File: src/rtl/pipeline_stall_controller.sv
// Stall/flush sequencer for the 5-stage pipeline: hazard, branch and memory-wait arbitration plus dmem watchdog.
// Optional STALL_STATS_EN adds saturating stall/flush statistics counters.
module pipeline_stall_controller #(
  parameter int MEM_TIMEOUT = 255,
  parameter int CNT_W       = 16
) (
  input  logic             clock,
  input  logic             resetn,
  input  logic             idex_memread,
  input  logic [4:0]       idex_dest,
  input  logic [4:0]       ifid_rs,
  input  logic [4:0]       ifid_rt,
  input  logic             branch_taken,
  input  logic             imem_busy,
  input  logic             dmem_busy,
  output logic             pc_write,
  output logic             ifid_write,
  output logic             ifid_flush,
  output logic             idex_bubble,
  output logic             pipe_freeze,
  output logic             mem_timeout
`ifdef STALL_STATS_EN
  ,
  output logic [CNT_W-1:0] stall_cycles,
  output logic [CNT_W-1:0] flush_events
`endif
);

  // state   | meaning
  // RUN     | normal issue, hazards arbitrated each cycle
  // DISCARD | wrong-path fetch still in flight, drop it on arrival
  // HALTED  | dmem never answered, pipeline frozen until reset
  typedef enum logic [1:0] {RUN, DISCARD, HALTED} state_t;

  localparam int WD_W = (MEM_TIMEOUT > 1) ? $clog2(MEM_TIMEOUT + 1) : 1;
  localparam logic [WD_W-1:0] WD_LAST = (MEM_TIMEOUT > 0) ? WD_W'(MEM_TIMEOUT - 1) : '0;

  state_t          state, next_state;
  logic [WD_W-1:0] wd_cnt;
  logic            load_use;
  logic            wd_expire;

  assign load_use = idex_memread && (idex_dest != 5'd0) &&
                    ((idex_dest == ifid_rs) || (idex_dest == ifid_rt));

  assign wd_expire = (MEM_TIMEOUT != 0) && dmem_busy && (wd_cnt == WD_LAST);

  always_ff @(posedge clock or negedge resetn) begin
    if (!resetn) begin
      state  <= RUN;
      wd_cnt <= '0;
    end else begin
      state <= next_state;
      if (!dmem_busy)
        wd_cnt <= '0;
      else if (wd_cnt != '1)
        wd_cnt <= wd_cnt + 1'b1;
    end
  end

  always_comb begin
    next_state  = state;
    pc_write    = 1'b0;
    ifid_write  = 1'b0;
    ifid_flush  = 1'b0;
    idex_bubble = 1'b0;
    pipe_freeze = 1'b0;
    mem_timeout = 1'b0;
    if (!resetn) begin
      pipe_freeze = 1'b1;
    end else begin
      case (state)
        HALTED: begin
          pipe_freeze = 1'b1;
          mem_timeout = 1'b1;
        end
        default: begin
          if (dmem_busy) begin
            pipe_freeze = 1'b1;
          end else if (branch_taken) begin
            pc_write    = 1'b1;
            ifid_flush  = 1'b1;
            idex_bubble = 1'b1;
            next_state  = imem_busy ? DISCARD : RUN;
          end else if (state == DISCARD) begin
            // ID already holds a NOP, so a load-use match here is meaningless
            ifid_flush = 1'b1;
            if (!imem_busy)
              next_state = RUN;
          end else if (load_use) begin
            idex_bubble = 1'b1;
          end else if (imem_busy) begin
            ifid_flush = 1'b1;
          end else begin
            pc_write   = 1'b1;
            ifid_write = 1'b1;
          end
        end
      endcase
      if (wd_expire)
        next_state = HALTED;
    end
  end

`ifdef STALL_STATS_EN
  logic lu_resp;
  logic br_resp;

  assign lu_resp = (state == RUN) && !dmem_busy && !branch_taken && load_use;
  assign br_resp = (state != HALTED) && !dmem_busy && branch_taken;

  always_ff @(posedge clock or negedge resetn) begin
    if (!resetn) begin
      stall_cycles <= '0;
      flush_events <= '0;
    end else begin
      if (lu_resp && (stall_cycles != '1))
        stall_cycles <= stall_cycles + 1'b1;
      if (br_resp && (flush_events != '1))
        flush_events <= flush_events + 1'b1;
    end
  end
`endif

endmodule

File: config.mk
export PLATFORM = sky130hd
export DESIGN_NAME = pipeline_stall_controller
export DESIGN_NICKNAME = d
export VERILOG_FILES = /design/src/rtl/pipeline_stall_controller.sv
export SDC_FILE = /design/constraint.sdc
export NUM_CORES = 1
export LEC_CHECK = 0
export BUFFER_PORTS_ARGS = -buffer_cell sky130_fd_sc_hd__buf_2
export CAP_MARGIN = 5
export CORE_ASPECT_RATIO = 1.4
export CORE_MARGIN = 4
export CORE_UTILIZATION = 40
export CTS_CLUSTER_SIZE = 30
export DETAILED_ROUTE_END_ITERATION = 10
export PLACE_DENSITY = 0.69
export SETUP_SLACK_MARGIN = 0.05
export SLEW_MARGIN = 20
export SYNTH_ARGS = -nofsm -noshare
export SYNTH_HDL_FRONTEND = slang
export SYNTH_SLANG_ARGS = --single-unit
File: constraint.sdc
create_clock -name clock -period 1.3 [get_ports clock]
set_input_delay 0.065 -clock clock [delete_from_list [all_inputs] [get_ports clock]]
set_output_delay 0.065 -clock clock [all_outputs]
set_load 0.05 [all_outputs]
==> results.ini <==
[synthesis]
synthesis.instances=84
postSynthNetCount=107
post_synth.cell_area_avg_um2=8.91
yosysUniqueCellTypes=32
syn-cell-area_um2=748
synth_compound_area_share_pct=21.6
share_of_async_settable_or_async_resettable_flops_after_synthesis_pct=100
synth_top_family_by_area=simple AND/OR/NAND/NOR gates
synthesized_area_fraction_occupied_by_and_or_nand_nor_cells_pct=25.1
share_of_the_synthesized_netlist_area_taken_by_xor_and_xnor_gates_pct=14.0
netlist_top_cells_count=xnor2_1, dfrtp_1, a31oi_1, nand2_1
yosysWarningCount=0
synth_largest_type_area_fraction_pct=33.4
yosys_register_bits=10
yosys_most_used_dff=dfrtp_1
synth-adder-area-share_pct=3.34
synth_edf_count=0
synthMostInstantiatedCell=xnor2_1
post-synth-top-area-cell=dfrtp_1
synth-seq-area-share_pct=33.4
synth_area_leaders=dfrtp_1, xnor2_1, a31oi_1, ha_1, o21ai_0
synth_mux_area_share_pct=0

[detailed_routing]
vias=936
avgRoutedWirePerCell_um=17.2
ant_nets=0
detail_route.drc_violations=0
dr_vias_cell=5.51
drtIter0Drc=15
finalWirelength_um=2920
drt-pass1-iter-count=4

[global_route]
grt_pass1_wl_um=4110
grt_pass1_vias=965
globalRouteTotalUtil_pct=21.5
grt_overflow_total=0
grt_antenna_before_repair=0
grt_max_degree=11

[placed_design]
dp.final_hpwl_um=1650
port_buffers=26
routabilityCongestion=0.765
detailedPlace.worstSlack_ns=-0.341

[sta]
timing.clock.skew_ns=0.00338
timing.max_slew.rel_slack_pct=67.7
slack_of_the_critical_path_ns=-0.360
rsz0062_at_grt=yes
final_max_slew_viol_count=0
final_hold_viols=0
max_freq_mhz=602
layout_min_cycle_time_ns=1.66
worst_slew_pin_slew_ns=0.483
setup_violations=10
setup_total_negative_slack_ns=-2.06
finalCritPeriodShare_pct=128

[clocking]
clk-insertion-delay-late_ns=0.27
tritoncts_clock_tree=yes
ctsRootBufferMaster=clkbuf_4
clockBufferDepth=2
cts_inserted_buffers=3
register_clock_pin_slew_on_the_reported_worst_setup_and_hold_paths_ns=0.06
cts_max_level=1
tritoncts_num_sinks=10

[worst_setup_path]
type_of_origin_of_the_critical_path=flip-flop
worstPathRequired_ns=1.24
timing.critical_path.fanout_max=4
worstRegToRegCells=6
setup.worst_path.end_class=output pin
rrSetupSlack_ns=-0.25
critPathKind=reg -> out
critical_path_arrival_ns=1.60

[floorplanning]
die-height_um=59.2
floorplan.die_area_mm2=0.00264
core_area_mm2=0.00178
boundaryPins=27
row_count=18
die-width_um=44.6
start_util_pct=42.1

[final_layout]
finish.net_count=175
n_antenna_cell=0
fraction_of_final_layout_cells_sized_beyond_drive_strength_1_pct=61.3
area.sequential_um2=251
area_growth_pct=94.5
multiInputGateArea_um2=641
final.fill_count=109
postLayoutCoreUtil_pct=81.8

[pwr]
vdd_drop_max_mv=0.571
power_leakage_nw=0.665
power-per-cell-area_mw_per_mm2=625

[worst_hold_path]
hold_path.class=in -> reg
timing.hold.worst_path_depth=2

[flow_run]
drv.max_cap_violation_count=0

[run_status]
violations=setup timing
outcome=finished with violations

[stage by stage]
| stage | total power, W | hold WS [ns] | instances | instance area, µm² |
|---|---|---|---|---|
| after global placement | 0.000594 | 0.0256 | 152 | 1140 |
| after CTS | 0.000863 | 0.146 | 163 | 1320 |
| after detailed placement | 0.000602 | 0.0313 | 152 | 1140 |
| final | 0.000909 | 0.155 | 170 | 1460 |
| after floorplan | 0.000477 | -0.231 | 84 | 813 |
| after global routing | 0.000955 | 0.162 | 170 | 1460 |
[flip-flops by register name (all words and copies together) (netlist names)]
register	count
wd_cnt	8
state	2
[power breakdown]
group	total (W)	internal (W)	switching [W]	leakage, nW
sequential	0.000340	0.000325	0.0000152	0.133
combinational	0.000351	0.000181	0.000170	0.518
clock	0.000219	0.000107	0.000111	0.0138
[metal layers]
metal  wire [µm]  part of all wire [%]  vias to the layer above  track usage [%]
met5           0                     0                        -                0
met4         103                   3.5                        0             11.2
li1            -                     -                      445                -
met3         129                   4.4                        9             2.74
met1        1020                    35                      446             19.1
met2        1670                    57                       36             43.7
[final timing paths]
check / start / end
max: state[1] / ifid_write
min: branch_taken / state[0]
max reg2reg: state[1] / state[0]
min reg2reg: wd_cnt[2] / wd_cnt[2]
max in group asynchronous: resetn / wd_cnt[1]
min in group asynchronous: resetn / wd_cnt[2]
[cells by family after synthesis]
| family | count (synthesis) |
|---|---|
| buffers and inverters | 5 |
| AOI/OAI and AO/OA | 22 |
| xor gates and xnor gates | 12 |
| and+or+nand+nor | 33 |
| adders and majority gates | 2 |
| DFF | 10 |
[cell type report]
cell class / instances / share of cell area (%)
clock buffers: 3 / 1.55
inverters: 4 / 1.20
multi-input cells: 69 / 44.0
flip-flops and latches: 10 / 17.3
well taps: 20 / 1.72
repair buffers: 64 / 34.2
[critical path, cell delays in order, from the launching register on]
cell and delay (ns):
dfrtp_1 0.41, nor2b_4 0.15, nor2_4 0.15, inv_4 0.07, a2111oi_4 0.34, buf_6 0.21
[what timing repair did]
item,CTS,global route
gates resized for setup,28,16
endpoints found under the setup margin,14,16
hold buffers,1,0
endpoints found under the hold margin,10,0
setup buffers,7,7
pin swaps,9,4
[layout by cell type (no fill, tap or decap), drive strengths merged, types with 2 or more instances in the layout]
master	n
a2111oi	2
a22o	2
a31oi	6
and2	3
and3	2
buf	63
clkbuf	3
dfrtp	10
ha	2
inv	4
nand2	6
nand3	4
nand4	3
nor2	5
nor2b	2
nor3b	3
o211a	2
o21ai	6
xnor2	11
No activity file was read; power rests on OpenSTA's default activity.
